`config.mk`:
```
export PLATFORM = sky130hd
export DESIGN_NAME = weight_loader
export DESIGN_NICKNAME = d
export VERILOG_FILES = /design/src/rtl/lvg_pkg.sv /design/src/rtl/wl_checksum.sv /design/src/rtl/weight_loader.sv
export SDC_FILE = /design/constraint.sdc
export NUM_CORES = 1
export LEC_CHECK = 0
export ABC_CLOCK_PERIOD_IN_PS = 1880
export CORE_AREA = 3 3 71 100
export DETAILED_ROUTE_END_ITERATION = 16
export DIE_AREA = 0 0 74 103
export GPL_ROUTABILITY_DRIVEN = 1
export PLACE_DENSITY = 0.73
export SLEW_MARGIN = 15
export SYNTH_ARGS = -nofsm -noshare
export SYNTH_HDL_FRONTEND = slang
export SYNTH_SLANG_ARGS = --single-unit
```
`constraint.sdc`:
```
create_clock -name clk -period 1.88 [get_ports clk]
set_input_delay 0.282 -clock clk [delete_from_list [all_inputs] [get_ports clk]]
set_output_delay 0.282 -clock clk [all_outputs]
set_load 0.02 [all_outputs]
```
`src/rtl/lvg_pkg.sv`:
```
// Shared widths and loader state encoding for the weight path (loader and head).
package lvg_pkg;

    localparam int LVG_DATA_W  = 32;
    localparam int LVG_WADDR_W = 4;

    typedef enum logic [1:0] {
        WL_IDLE = 2'd0,
        WL_LOAD = 2'd1,
        WL_FIN  = 2'd2
    } wl_state_e;

    // Weight memory addresses wrap modulo its depth.
    function automatic logic [LVG_WADDR_W-1:0] wl_next_addr(input logic [LVG_WADDR_W-1:0] a);
        return a + LVG_WADDR_W'(1);
    endfunction

endpackage

```
`src/rtl/wl_checksum.sv`:
```
// Wrapping sum of every word written to weight memory since the last accepted start.
module wl_checksum #(
    parameter int DATA_W = 32
) (
    input  logic              clk,
    input  logic              rst,
    input  logic              clear,
    input  logic              add_en,
    input  logic [DATA_W-1:0] add_data,
    output logic [DATA_W-1:0] sum
);

    always_ff @(posedge clk or posedge rst) begin
        if (rst) begin
            sum <= '0;
        end else if (clear) begin
            sum <= '0;
        end else if (add_en) begin
            sum <= sum + add_data;
        end
    end

endmodule

```
`src/rtl/weight_loader.sv`:
```
// Streams weight words from a valid/ready source into weight memory, then kicks head.
// Optional WEIGHT_LOADER_CHECKSUM_EN adds a checksum output of the words written.
module weight_loader
    import lvg_pkg::*;
#(
    parameter int DATA_W = LVG_DATA_W,
    parameter int ADDR_W = LVG_WADDR_W,
    parameter int CNT_W  = ADDR_W + 1
) (
    input  logic              clk,
    input  logic              rst,
    input  logic              start,
    input  logic [ADDR_W-1:0] base_addr,
    input  logic [CNT_W-1:0]  count,
    input  logic              s_valid,
    output logic              s_ready,
    input  logic [DATA_W-1:0] s_data,
    input  logic              s_last,
    output logic              wr_en,
    output logic [ADDR_W-1:0] wr_addr,
    output logic [DATA_W-1:0] wr_data,
    output logic              busy,
    output logic              done,
    output logic              err,
    output logic              head_start,
    output logic [1:0]        dbg_state
`ifdef WEIGHT_LOADER_CHECKSUM_EN
    ,output logic [DATA_W-1:0] checksum
`endif
);

    // Stream handshake: a beat transfers on any rising clk edge where s_valid && s_ready;
    // s_ready depends only on state, never on s_valid.
    wl_state_e         state, next_state;
    logic [ADDR_W-1:0] addr_ptr;
    logic [CNT_W-1:0]  remaining;
    logic              start_acc;
    logic              accept;
    logic              last_beat;
    logic              end_load;

    // busy also covers the done cycle, so a start there is ignored like any other busy start.
    assign start_acc = start && (state == WL_IDLE) && !busy;
    assign s_ready   = (state == WL_LOAD);
    assign accept    = s_valid && s_ready;
    assign last_beat = (remaining == CNT_W'(1));
    assign end_load  = accept && (last_beat || s_last);
    assign dbg_state = state;

    always_ff @(posedge clk or posedge rst) begin
        if (rst) begin
            state <= WL_IDLE;
        end else begin
            state <= next_state;
        end
    end

    always_comb begin
        next_state = state;
        case (state)
            WL_IDLE: begin
                if (start_acc) begin
                    next_state = (count != '0) ? WL_LOAD : WL_FIN;
                end
            end
            WL_LOAD: begin
                if (end_load) begin
                    next_state = WL_FIN;
                end
            end
            WL_FIN:  next_state = WL_IDLE;
            default: next_state = WL_IDLE;
        endcase
    end

    always_ff @(posedge clk or posedge rst) begin
        if (rst) begin
            addr_ptr   <= '0;
            remaining  <= '0;
            wr_en      <= 1'b0;
            wr_addr    <= '0;
            wr_data    <= '0;
            busy       <= 1'b0;
            done       <= 1'b0;
            err        <= 1'b0;
            head_start <= 1'b0;
        end else begin
            wr_en      <= accept;
            // FIN follows the final write cycle, so done lands one cycle after it.
            done       <= (state == WL_FIN);
            head_start <= (state == WL_FIN) && !err;

            if (start_acc) begin
                addr_ptr  <= base_addr;
                remaining <= count;
                err       <= 1'b0;
                busy      <= 1'b1;
            end else if (done) begin
                busy <= 1'b0;
            end

            if (accept) begin
                wr_addr   <= addr_ptr;
                wr_data   <= s_data;
                addr_ptr  <= wl_next_addr(addr_ptr);
                remaining <= remaining - CNT_W'(1);
                // s_last must coincide exactly with the final counted word.
                if (s_last != last_beat) begin
                    err <= 1'b1;
                end
            end
        end
    end

`ifdef WEIGHT_LOADER_CHECKSUM_EN
    wl_checksum #(
        .DATA_W(DATA_W)
    ) u_checksum (
        .clk     (clk),
        .rst     (rst),
        .clear   (start_acc),
        .add_en  (wr_en),
        .add_data(wr_data),
        .sum     (checksum)
    );
`endif

endmodule

```
# == Yosys cells after proc, flatten, opt, wreduce, memory -nomap -nowiden ==
# Cells that the tools add are included.
# W data, S select, Z words.
# word_totals
reg_bits,52
latch_bits,0
ram_bits,0
mem_bits_ro,0
inputBits,46
output_inout_bits,44
word_cells,44
memories,0
# classes
addsub,2
mul,0
n_div,0
magnitude_cmp,0
eq_ne,6
shifts,0
muxes,13
bitwise,0
reduce_logical,13
# op_table
operator,n
$mux W5,2
$mux W4,2
$mux W2,3
$eq A5 B1 Y1 const B,1
$logic_and A1 B1 Y1,5
$mux W1,5
$reduce_bool A5 Y1,1
$sub A5 B1 Y5 const B,1
$add A4 B1 Y4 const B,1
$pmux W2 S2,1
$reduce_bool A2 Y1,2
$eq A2 B1 Y1 const B,1
$eq A2 B2 Y1 const B,1
$logic_not A1 Y1,2
$logic_not A2 Y1,1
$ne A2 B1 Y1 const B,1
$ne A2 B2 Y1 const B,1
$reduce_and A2 Y1,1
$logic_or A1 B1 Y1,1
$ne A1 B1 Y1,1

# == Longest topological paths before layout ==
# depth
word_depth,6
depth_mapped,7

# == Worst setup path before layout ==
# OpenSTA, ideal clock, no wires.
# synth_timing
kind,reg-to-reg
startpoint,register remaining[1]
endpoint,register state[0] (netlist: dbg_state[0])
setup_ns,0.127
arrival_ns,1.772
required_ns,1.753
setup_slack_ns,-0.020
stages_incl_launch_ff,8
synth_period_minus_slack_ns,1.900
path_cell_list,dfrtp_1 inv_1 ha_1 or4b_2 ha_1 nor2b_1 nor2b_1 or2_2
# synth_between
elab_chain_len,5
# synth_lines
item,line_no,text
"start, declared",weight_loader.sv:36,logic [CNT_W-1:0] remaining;
"start signal, assigned",weight_loader.sv:95,remaining <= count;
"start signal, assigned",weight_loader.sv:106,remaining <= remaining - CNT_W'(1);
$eq A5 B1 Y1,weight_loader.sv:46,assign last_beat = (remaining == CNT_W'(1));
$logic_or A1 B1 Y1,weight_loader.sv:47,assign end_load = accept && (last_beat || s_last);
$logic_and A1 B1 Y1,weight_loader.sv:47,
$ne A2 B1 Y1 (no line),--,
$reduce_and A2 Y1 (no line),--,
"end signal, assigned",weight_loader.sv:54,state <= next_state;
"end, declared",weight_loader.sv:34,"wl_state_e state, next_state;"
# Every way passes these cells.
# A chain may end at the register's enable or synchronous reset.

# == Worst setup path after layout ==
# Same ends and word-level chain as after synthesis.

==> results.ini <==
[routing]
drc=0
routedWlPerCell_um=13.0
drtAntennaViolNets=0
totalWireLength_mm=5.24
via_per_inst=4.70
drt_iter0_drc=150
via_count=1895
drt-pass1-iter-count=4

[power_and_ir_drop]
p_leak_nw=1.62
powerDensity_nw_per_um2=1560
total_power_mw=5.24
ir_drop_mv=0.671

[placed_design]
post-place-cells=394
port_buffers=89
post_dp_cell_area_um2=3240
hpwlAfterDp_mm=3.99
globalplace.congestion=0.727

[worst_setup_path]
cp_cell_sequence=inv_2 > ha_1 > or4b_4 > ha_2 > nor2b_2 > nor2b_1 > or2_2
crit_slowest_cell=or4b_4
worst_path_largest_cell_delay_ps=450
startpoint=remaining[1]
cp_max_fo=2
cp-endpoint=dbg_state[0]
r2r_end=dbg_state[0]
end_kind=flip-flop
worstPathRequired_ps=2070
r2r_start=remaining[1]
r2r_cells=7
r2r_setup_slack_ps=90
startpoint_type=flip-flop
crit_arrival_ps=1970
critPathKind=reg2reg

[floorplan]
dieWidth_um=74
start_util=0.347
die_y_um=103
fp-row-count=34
dieArea_um2=7620
core_area_um2=6250
ios=90

[logic_synthesis]
syn_area_um2=2170
synth-main-ff-cell=dfrtp_1
yosys.area.top_type=dfrtp_1
ys_types=33
syn_avg_cell_area_um2=9.57
synthTopCellsByCount=nand2_1 (109), dfrtp_1 (52), nor2_1 (7)
synth_seq_cells=52
synthMuxAreaShare=0.0248
netlist_instances=227
synthSimpleGateAreaFrac=0.260
synth_adder_area_share=0.0230
synth_compound_area_frac=0.0593
synth_edf_count=0
synth_warnings=0
yosysMostFrequentCell=nand2_1
synth_top_area_share=0.599
synth_area_leaders=dfrtp_1 (60%), nand2_1 (19%), ha_1 (2.3%), mux2_2 (1.6%), nor2_1 (1.2%)
synth_nets=277
synth-async-reset-ratio=1.00
synth_top_family_by_area=simple AND/OR/NAND/NOR gates
ys_seq_area_frac=0.599
synth_xor_area_frac=0

[global_route]
overflow=0
grt_first_pass_wirelength_mm=8.55
antenna_found_initial=0
grt_usage=0.142
grt_pass1_vias=1894
grt_start_max_net_pins=24

[final_layout]
drive_gt1_frac=0.118
fin_area_um2=3360
area_growth_pct=54.9
multi_input_area_um2=806
diodes=0
stdcell_count=403
layout.nets=380
fill_cells=586
seq_area_um2=1300

[timing]
hold_viol_final=0
slew_violations=0
tightest_slew_ps=472
final.min_clock_period_ps=1790
finalSetupViolCount=0
finalCritPeriodShare=0.949
slew_headroom=0.685
hold_slack_ps=308
clock.fmax_mhz=560
skew_ps=7.34
rsz0062_at_grt=no

[clock_network]
clock-sinks=52
clkTransAtPathRegs_ps=100
clkLatencyLatePin_ps=300
cts_root_buffer=clkbuf_8
h-tree-depth=2
cts_tree=yes
cts_inserted_buffers=5
clock_path_buffers=2

[hold_path]
hold_class=in2async

[run_status]
status=complete, no violations

[job]
maxCapViolCount=0

## cell families after synthesis
family                   count (synthesis)
flip-flops                              52
multiplexers                             5
AND/OR/NAND/NOR                        133
adder cells (fa/ha/maj)                  4
AO/OA/AOI/OAI                           16
buffers and inverters                   17
## power by group
| group | switching [mW] | internal, mW |
|---|---|---|
| combinational | 1.32 | 1.25 |
| sequential | 0.297 | 1.62 |
| clock | 0.360 | 0.394 |
## state kept, by name (all words and copies together) (netlist names), 2 cells and up
| name | flops |
|---|---|
| wr_addr | 4 |
| addr_ptr | 4 |
| dbg_state | 2 |
| remaining | 5 |
| wr_data | 32 |
## stage by stage
step	worst slack, ps	setup TNS (ps)	util
final	95.0	0	0.538
after global routing	17.3	0	0.538
after CTS	37.4	0	0.536
after detailed placement	-14.4	-14.4	0.519
after global placement	-11.5	-11.5	0.519
after floorplan	123	0	-
## worst min path at each step
stage	from	endpoint	cells past startpoint
after detailed placement	done	busy	1
final	rst	wr_data[31]	2
after global routing	rst	wr_data[8]	2
after CTS	rst	wr_data[3]	2
after global placement	done	busy	1
after floorplan	s_data[0]	wr_data[0]	2
## metal layers
metal | vias to the layer above | wire length (µm) | GRT usage
met3 | 9 | 348 | 0.0390
met2 | 67 | 2680 | 0.241
met1 | 883 | 2150 | 0.178
met5 | - | 0 | 0
met4 | 0 | 57 | 0.0363
li1 | 936 | - | -
## cell type report
type / instances / area share
well taps: 72 / 0.0268
clock buffers: 5 / 0.0205
clock inverters: 3 / 0.0126
multi-input cells: 158 / 0.239
flip-flops and latches: 52 / 0.387
inverters: 7 / 0.00781
repair buffers: 106 / 0.306
## worst max-delay path: cells and delay by family (launching register included)
kind / cells / cell delay (ps)
buffers and inverters: 1 / 60
DFF: 1 / 400
adders and majority gates: 2 / 320
and+or+nand+nor: 4 / 900
## placed cells by master, fill, tap and decap left out, types with 3 or more instances in the layout
cell type          n
inv_2              3
nand2_1          109
nor3_1             3
clkdlybuf4s50_1   88
mux2_2             3
clkbuf_8           5
nor2b_1            3
inv_1              4
dfrtp_1           52
o21ai_0            3
nand3_1            3
ha_1               3
nor2_1             7
buf_4             16
## timing repair
item	4_1_cts	5_1_grt
hold buffers	0	0
buffers inserted	0	1
gates resized for setup	1	2
setup endpoints to repair	1	1
(Power assumes the default switching activity.)
